`src/rtl/spi_arb_pkg.sv`:
```
// Shared types and widths for the two-client SPI transaction arbiter.
package spi_arb_pkg;

  localparam int unsigned DATA_W  = 16;
  localparam int unsigned GUARD_W = 4;

  typedef enum logic [1:0] {
    ST_IDLE  = 2'd0,
    ST_ISSUE = 2'd1,
    ST_BUSY  = 2'd2,
    ST_GUARD = 2'd3
  } state_t;

  typedef logic client_t;

  function automatic client_t other_client(input client_t c);
    return client_t'(~c);
  endfunction

endpackage

```
`src/rtl/spi_arbiter_if.sv`:
```
// Client-side request/grant/data bundle between the sensor interfaces and the arbiter.
interface spi_arbiter_if;
  import spi_arb_pkg::*;

  logic              req0;
  logic              req1;
  logic [DATA_W-1:0] wt_data0;
  logic [DATA_W-1:0] wt_data1;
  logic              gnt0;
  logic              gnt1;
  logic              done0;
  logic              done1;
  logic [DATA_W-1:0] rd_data;
  logic              busy;

  modport master (
    output req0, req1, wt_data0, wt_data1,
    input  gnt0, gnt1, done0, done1, rd_data, busy
  );

  modport slave (
    input  req0, req1, wt_data0, wt_data1,
    output gnt0, gnt1, done0, done1, rd_data, busy
  );

endinterface

```
`src/rtl/rr_arb2.sv`:
```
// Two-requester round-robin pick; the pointer favours one client on a tie and
// flips to the other client after each grant taken while enabled.
module rr_arb2
  import spi_arb_pkg::*;
(
  input  logic    clk,
  input  logic    rst_n,
  input  logic    en,
  input  logic    req0,
  input  logic    req1,
  output client_t pick_c,
  output logic    any_c
);

  client_t ptr;

  always_comb begin
    any_c  = req0 | req1;
    pick_c = client_t'(1'b0);
    if (req0 && req1) begin
      pick_c = ptr;
    end else if (req1) begin
      pick_c = client_t'(1'b1);
    end
  end

  always_ff @(posedge clk or negedge rst_n) begin
    if (!rst_n) begin
      ptr <= client_t'(1'b0);
    end else if (en && any_c) begin
      ptr <= other_client(pick_c);
    end
  end

endmodule

```
`src/rtl/spi_arbiter.sv`:
```
// Shares one SPI transaction engine between two clients, whole transactions at a
// time, with round-robin arbitration, chip-select/MISO routing and a guard gap.
module spi_arbiter
  import spi_arb_pkg::*;
#(
  parameter int unsigned GUARD_CYC = 4
) (
  input  logic              clk,
  input  logic              rst_n,
  spi_arbiter_if.slave      bus,
  output logic              spi_wrt,
  output logic [DATA_W-1:0] spi_wt_data,
  input  logic              spi_done,
  input  logic [DATA_W-1:0] spi_rd_data,
  input  logic              spi_SS_n,
  output logic              SS0_n,
  output logic              SS1_n,
  input  logic              MISO0,
  input  logic              MISO1,
  output logic              spi_MISO
);

  state_t             state_q, state_d;
  client_t            sel_q, sel_d;
  logic [1:0]         gnt_q, gnt_d;
  logic [1:0]         done_q, done_d;
  logic               wrt_q, wrt_d;
  logic               busy_q, busy_d;
  logic [DATA_W-1:0]  wt_q, wt_d;
  logic [DATA_W-1:0]  rd_q, rd_d;
  logic [GUARD_W-1:0] cnt_q, cnt_d;

  client_t pick_c;
  logic    any_c;
  logic    route_c;

  rr_arb2 u_rr (
    .clk    (clk),
    .rst_n  (rst_n),
    .en     (state_q == ST_IDLE),
    .req0   (bus.req0),
    .req1   (bus.req1),
    .pick_c (pick_c),
    .any_c  (any_c)
  );

  // Next-state and next-output logic; requests are only looked at in IDLE.
  always_comb begin
    state_d = state_q;
    sel_d   = sel_q;
    gnt_d   = gnt_q;
    done_d  = 2'b00;
    wrt_d   = 1'b0;
    wt_d    = wt_q;
    rd_d    = rd_q;
    cnt_d   = cnt_q;

    case (state_q)
      ST_IDLE: begin
        if (any_c) begin
          state_d = ST_ISSUE;
          sel_d   = pick_c;
          gnt_d   = pick_c ? 2'b10 : 2'b01;
          wt_d    = pick_c ? bus.wt_data1 : bus.wt_data0;
          wrt_d   = 1'b1;
        end
      end
      ST_ISSUE: begin
        state_d = ST_BUSY;
      end
      ST_BUSY: begin
        if (spi_done) begin
          state_d = ST_GUARD;
          rd_d    = spi_rd_data;
          done_d  = gnt_q;
          cnt_d   = GUARD_W'(GUARD_CYC);
        end
      end
      ST_GUARD: begin
        // Grant falls on the same edge that ends the done pulse.
        gnt_d = 2'b00;
        if (cnt_q == '0) begin
          state_d = ST_IDLE;
        end else begin
          cnt_d = cnt_q - GUARD_W'(1);
        end
      end
      default: begin
        state_d = ST_IDLE;
      end
    endcase

    busy_d = (state_d != ST_IDLE);
  end

  always_ff @(posedge clk or negedge rst_n) begin
    if (!rst_n) begin
      state_q <= ST_IDLE;
      sel_q   <= client_t'(1'b0);
      gnt_q   <= 2'b00;
      done_q  <= 2'b00;
      wrt_q   <= 1'b0;
      busy_q  <= 1'b0;
      wt_q    <= '0;
      rd_q    <= '0;
      cnt_q   <= '0;
    end else begin
      state_q <= state_d;
      sel_q   <= sel_d;
      gnt_q   <= gnt_d;
      done_q  <= done_d;
      wrt_q   <= wrt_d;
      busy_q  <= busy_d;
      wt_q    <= wt_d;
      rd_q    <= rd_d;
      cnt_q   <= cnt_d;
    end
  end

  // Chip-select and MISO routing depend only on registered sel/grant/state.
  always_comb begin
    route_c  = (|gnt_q) || (state_q == ST_GUARD);
    SS0_n    = (route_c && !sel_q) ? spi_SS_n : 1'b1;
    SS1_n    = (route_c &&  sel_q) ? spi_SS_n : 1'b1;
    spi_MISO = sel_q ? MISO1 : MISO0;
  end

  assign bus.gnt0    = gnt_q[0];
  assign bus.gnt1    = gnt_q[1];
  assign bus.done0   = done_q[0];
  assign bus.done1   = done_q[1];
  assign bus.rd_data = rd_q;
  assign bus.busy    = busy_q;
  assign spi_wrt     = wrt_q;
  assign spi_wt_data = wt_q;

endmodule

```
`src/flat_wrapper.sv`:
```
// flat-port wrapper written by rule: the top's interface ports become plain ports
module spi_arbiter_flat import spi_arb_pkg::*;
#(
  parameter int unsigned GUARD_CYC = 4
)
  (clk, rst_n, spi_wrt, spi_wt_data, spi_done, spi_rd_data, spi_SS_n, SS0_n, SS1_n, MISO0, MISO1, spi_MISO, bus_req0, bus_req1, bus_wt_data0, bus_wt_data1, bus_gnt0, bus_gnt1, bus_done0, bus_done1, bus_rd_data, bus_busy);
  spi_arbiter_if bus_i ();
  input  logic clk;
  input  logic rst_n;
  output logic spi_wrt;
  output logic [DATA_W-1:0] spi_wt_data;
  input  logic spi_done;
  input  logic [DATA_W-1:0] spi_rd_data;
  input  logic spi_SS_n;
  output logic SS0_n;
  output logic SS1_n;
  input  logic MISO0;
  input  logic MISO1;
  output logic spi_MISO;
  input wire logic [$bits(bus_i.req0)-1:0] bus_req0;
  input wire logic [$bits(bus_i.req1)-1:0] bus_req1;
  input wire logic [$bits(bus_i.wt_data0)-1:0] bus_wt_data0;
  input wire logic [$bits(bus_i.wt_data1)-1:0] bus_wt_data1;
  output wire logic [$bits(bus_i.gnt0)-1:0] bus_gnt0;
  output wire logic [$bits(bus_i.gnt1)-1:0] bus_gnt1;
  output wire logic [$bits(bus_i.done0)-1:0] bus_done0;
  output wire logic [$bits(bus_i.done1)-1:0] bus_done1;
  output wire logic [$bits(bus_i.rd_data)-1:0] bus_rd_data;
  output wire logic [$bits(bus_i.busy)-1:0] bus_busy;
  assign bus_i.req0 = bus_req0;
  assign bus_i.req1 = bus_req1;
  assign bus_i.wt_data0 = bus_wt_data0;
  assign bus_i.wt_data1 = bus_wt_data1;
  assign bus_gnt0 = bus_i.gnt0;
  assign bus_gnt1 = bus_i.gnt1;
  assign bus_done0 = bus_i.done0;
  assign bus_done1 = bus_i.done1;
  assign bus_rd_data = bus_i.rd_data;
  assign bus_busy = bus_i.busy;
  spi_arbiter #(.GUARD_CYC(GUARD_CYC)) u_core (.clk(clk), .rst_n(rst_n), .bus(bus_i), .spi_wrt(spi_wrt), .spi_wt_data(spi_wt_data), .spi_done(spi_done), .spi_rd_data(spi_rd_data), .spi_SS_n(spi_SS_n), .SS0_n(SS0_n), .SS1_n(SS1_n), .MISO0(MISO0), .MISO1(MISO1), .spi_MISO(spi_MISO));
endmodule
```
`config.mk`:
```
export PLATFORM = sky130hd
export DESIGN_NAME = spi_arbiter_flat
export DESIGN_NICKNAME = d
export VERILOG_FILES = /design/src/rtl/spi_arb_pkg.sv /design/src/rtl/spi_arbiter_if.sv /design/src/rtl/rr_arb2.sv /design/src/rtl/spi_arbiter.sv /design/src/flat_wrapper.sv
export SDC_FILE = /design/constraint.sdc
export NUM_CORES = 1
export LEC_CHECK = 0
export CAP_MARGIN = 20
export CORE_ASPECT_RATIO = 1.25
export CORE_UTILIZATION = 30
export DETAILED_ROUTE_END_ITERATION = 6
export DONT_BUFFER_PORTS = 1
export PLACE_DENSITY_LB_ADDON = 0.15
export SYNTH_ARGS = -nofsm -noshare
export SYNTH_HDL_FRONTEND = slang
export SYNTH_SLANG_ARGS = --single-unit
```
`constraint.sdc`:
```
create_clock -name clk -period 1.7 [get_ports clk]
set_input_delay 0.34 -clock clk [delete_from_list [all_inputs] [get_ports clk]]
set_output_delay 0.34 -clock clk [all_outputs]
set_load 0.01 [all_outputs]
```
==> impl_metrics.ini <==
[cts]
clk_latency_ns = 0.30
cts_inserted_buffers = 5
clkSlewWorstSetupHoldPaths_ns = 0.09
cts_tree = yes
cts_root_buf = clkbuf_8
clock_path_buffers = 2
cts.htree.levels = 2
numClockSinks = 46

[power]
power_density_nw_per_um2 = 1788
vdd_drop_max_uv = 552.7
p_total_w = 0.004335
power_leakage_nw = 1.119

[yosys]
yosysSeqAreaShare = 0.5318
yosys-top-cells-area = dfrtp_1 53%, inv_1 6.8%, o221ai_2 5.5%
syn_inst = 187
synth_area_sq_um = 2165
synth_warnings = 0
syn-num-nets = 244
synth_top_cell_by_area = dfrtp_1
ys_types = 34
ys_seq_elements = 46
synthDominantCellAreaShare = 0.5318
syn_area_per_cell_sq_um = 11.58

[floorplan]
fp.dieH_um = 96.97
io_pins = 97
core_sq_um = 6977
die-area_sq_um = 7561
initial_core_util = 0.3103
num_rows = 34
fp.dieW_um = 77.98

[worst_setup_path]
crit_slowest_cell = dfrtp_2
cp.arrival_ns = 1.29
r2r_cells = 5
r2r_end = u_core.bus.busy
cp.required_ns = 1.36
worstSetupStartpointType = register
crit_type = reg2out
path_buf_inv = 0
setup.worst_path.end_class = output pin
crit_chain = nand2_1, a31oi_1, nand2b_1
cp_max_fo = 10
slowest_delay_ns = 0.50
cp_top_family = flip-flops
rrSetupSlack_ns = 0.26
r2r-start = u_core.cnt_q[0]

[job]
cap_viol_max_count = 0

[cells_and_area]
post-route-util = 0.3476
fin_nets = 252
final_common_cell = dfrtp_1
seqCellArea_sq_um = 1154
drive_gt1_frac = 0.2551
diodes = 0
mostFrequentLayoutCells = 44 x dfrtp_1, 39 x inv_1, 12 x o21ai_1, 10 x mux2_2
fillCellCount = 706
multi_input_area_sq_um = 792.0
area_growth_syn_to_layout_pct = 12.02

[global_routing]
grt_util_all_layers = 0.1343
antenna_found_initial = 0
grt_pass1_vias = 1549
grt_start_max_net_pins = 47
grt-ovfl-total = 0
grt_pass1_wl_mm = 7.762

[timing]
tns_ns = 0
finalMaxSlewViolations = 0
fin_crit_ns = 1.628
timing.final.crit_share = 0.9577
setup_viol = 0
hold_viol = 0
tightestPinTransition_ns = 0.4608
fmax_mhz = 614.2
setup_slack_ns = 0.07190
grt_setup_unrepaired = false
skew_ns = 0.006323
slew_headroom = 0.6924
hold_ws_ns = 0.1621

[routing]
ant_nets = 0
routed_wl_mm = 4.746
vias = 1420
viasPerCell = 4.965
drt-wirelength-per-cell_um = 16.59
drt_iter0_drc = 31
dr.pass1.iters = 3
drc = 0

[min_path]
min_to = u_core.bus.rd_data[5]
min-delay-start = spi_rd_data[5]
hp-class = in2reg
hold_depth = 1

[outcome]
status = complete, no violations

[placed_design]
pre_cts_slack_ns = 0.2431
place.gp.congestion = 0.7631
io_buffers = 0
dp_hpwl_mm = 3.543
[cell families (layout without fill, tap and decap cells)]
family                   Yosys count  count (layout)  synth area share
adder cells (fa/ha/maj)            1               1          0.005779
multiplexers                      18              18           0.09364
flip-flops                        46              46            0.5318
AND/OR/NAND/NOR                   31              31           0.09249
AO/OA/AOI/OAI                     44              44            0.1740
buffers and inverters             47              56            0.1023
[synthesized netlist by cell type (all sizes together)]
| cell | count |
|---|---|
| dfrtp | 46 |
| inv | 39 |
| o21ai | 22 |
| mux2 | 18 |
| o221ai | 16 |
| buf | 8 |
| nand2 | 8 |
| nand3 | 7 |
| nor2 | 5 |
| a22o | 2 |
| nand2b | 2 |
| nor3b | 2 |
| o31ai | 2 |
| a21o | 1 |
| a31oi | 1 |
| and3 | 1 |
| ha | 1 |
| nand3b | 1 |
| nand4b | 1 |
| nand4bb | 1 |
| nor3 | 1 |
| or2 | 1 |
| or3 | 1 |
[registers in the layout, summed over array words and instances (netlist names)]
name / cells
u_core.bus.rd_data: 16
u_core.spi_wt_data: 16
u_core.cnt_q: 4
u_core.done_q: 2
u_core.gnt_q: 2
u_core.state_q: 2
u_core.bus.busy: 1
u_core.sel_q: 1
u_core.spi_wrt: 1
u_core.u_rr.ptr: 1
[metal layers]
| metal | wire length, um | track usage | vias up | part of all wire |
|---|---|---|---|---|
| li1 | - | - | 656 | - |
| met1 | 1774 | 0.1450 | 710 | 0.37 |
| met2 | 2673 | 0.2423 | 49 | 0.56 |
| met3 | 232 | 0.03868 | 5 | 0.049 |
| met4 | 66 | 0.05413 | 0 | 0.014 |
| met5 | 0 | 0 | - | 0 |
[how the worst max path moves through the flow]
stage	slack, ns	end	cells past startpoint	startpoint
after detailed placement	0.24	u_core.spi_wt_data[15]	4	u_core.state_q[1]
final	0.07	SS0_n	3	u_core.state_q[1]
after global routing	0.007	SS0_n	3	u_core.state_q[1]
after CTS	0.01	SS0_n	3	u_core.state_q[0]
after global placement	0.26	SS0_n	3	u_core.state_q[1]
after floorplan	0.37	u_core.spi_wt_data[10]	6	u_core.state_q[1]
[report_power, final]
part	switching, W	internal (W)	total [W]
Clock	0.000409	0.000448	0.000857
Combinational	0.000599	0.000667	0.00127
Sequential	0.000616	0.00160	0.00221
Total	0.00162	0.00271	0.00434
[repair_timing]
item | 4_1_cts | 5_1_grt
endpoints found under the hold margin | 46 | 0
endpoints found under the setup margin | 2 | 2
pin swaps | 0 | 0
buffers inserted | 0 | 0
gates resized for setup | 1 | 1
hold buffers | 2 | 0
[cell type report]
class                   count  area share
flip-flops and latches     46      0.4757
multi-input cells          94      0.3266
inverters                  39     0.06037
well taps                  90     0.04644
repair buffers              9     0.04231
clock buffers               5     0.02838
clock inverters             3     0.02012
[through the flow]
step           instance area (sq um)  cells
3_5_place_dp                    2267    276
6_report                        2425    286
4_1_cts                         2424    286
5_1_grt                         2425    286
2_1_floorplan                   2165    187
3_3_place_gp                    2267    276
No activity file was read; power rests on OpenSTA's default activity.
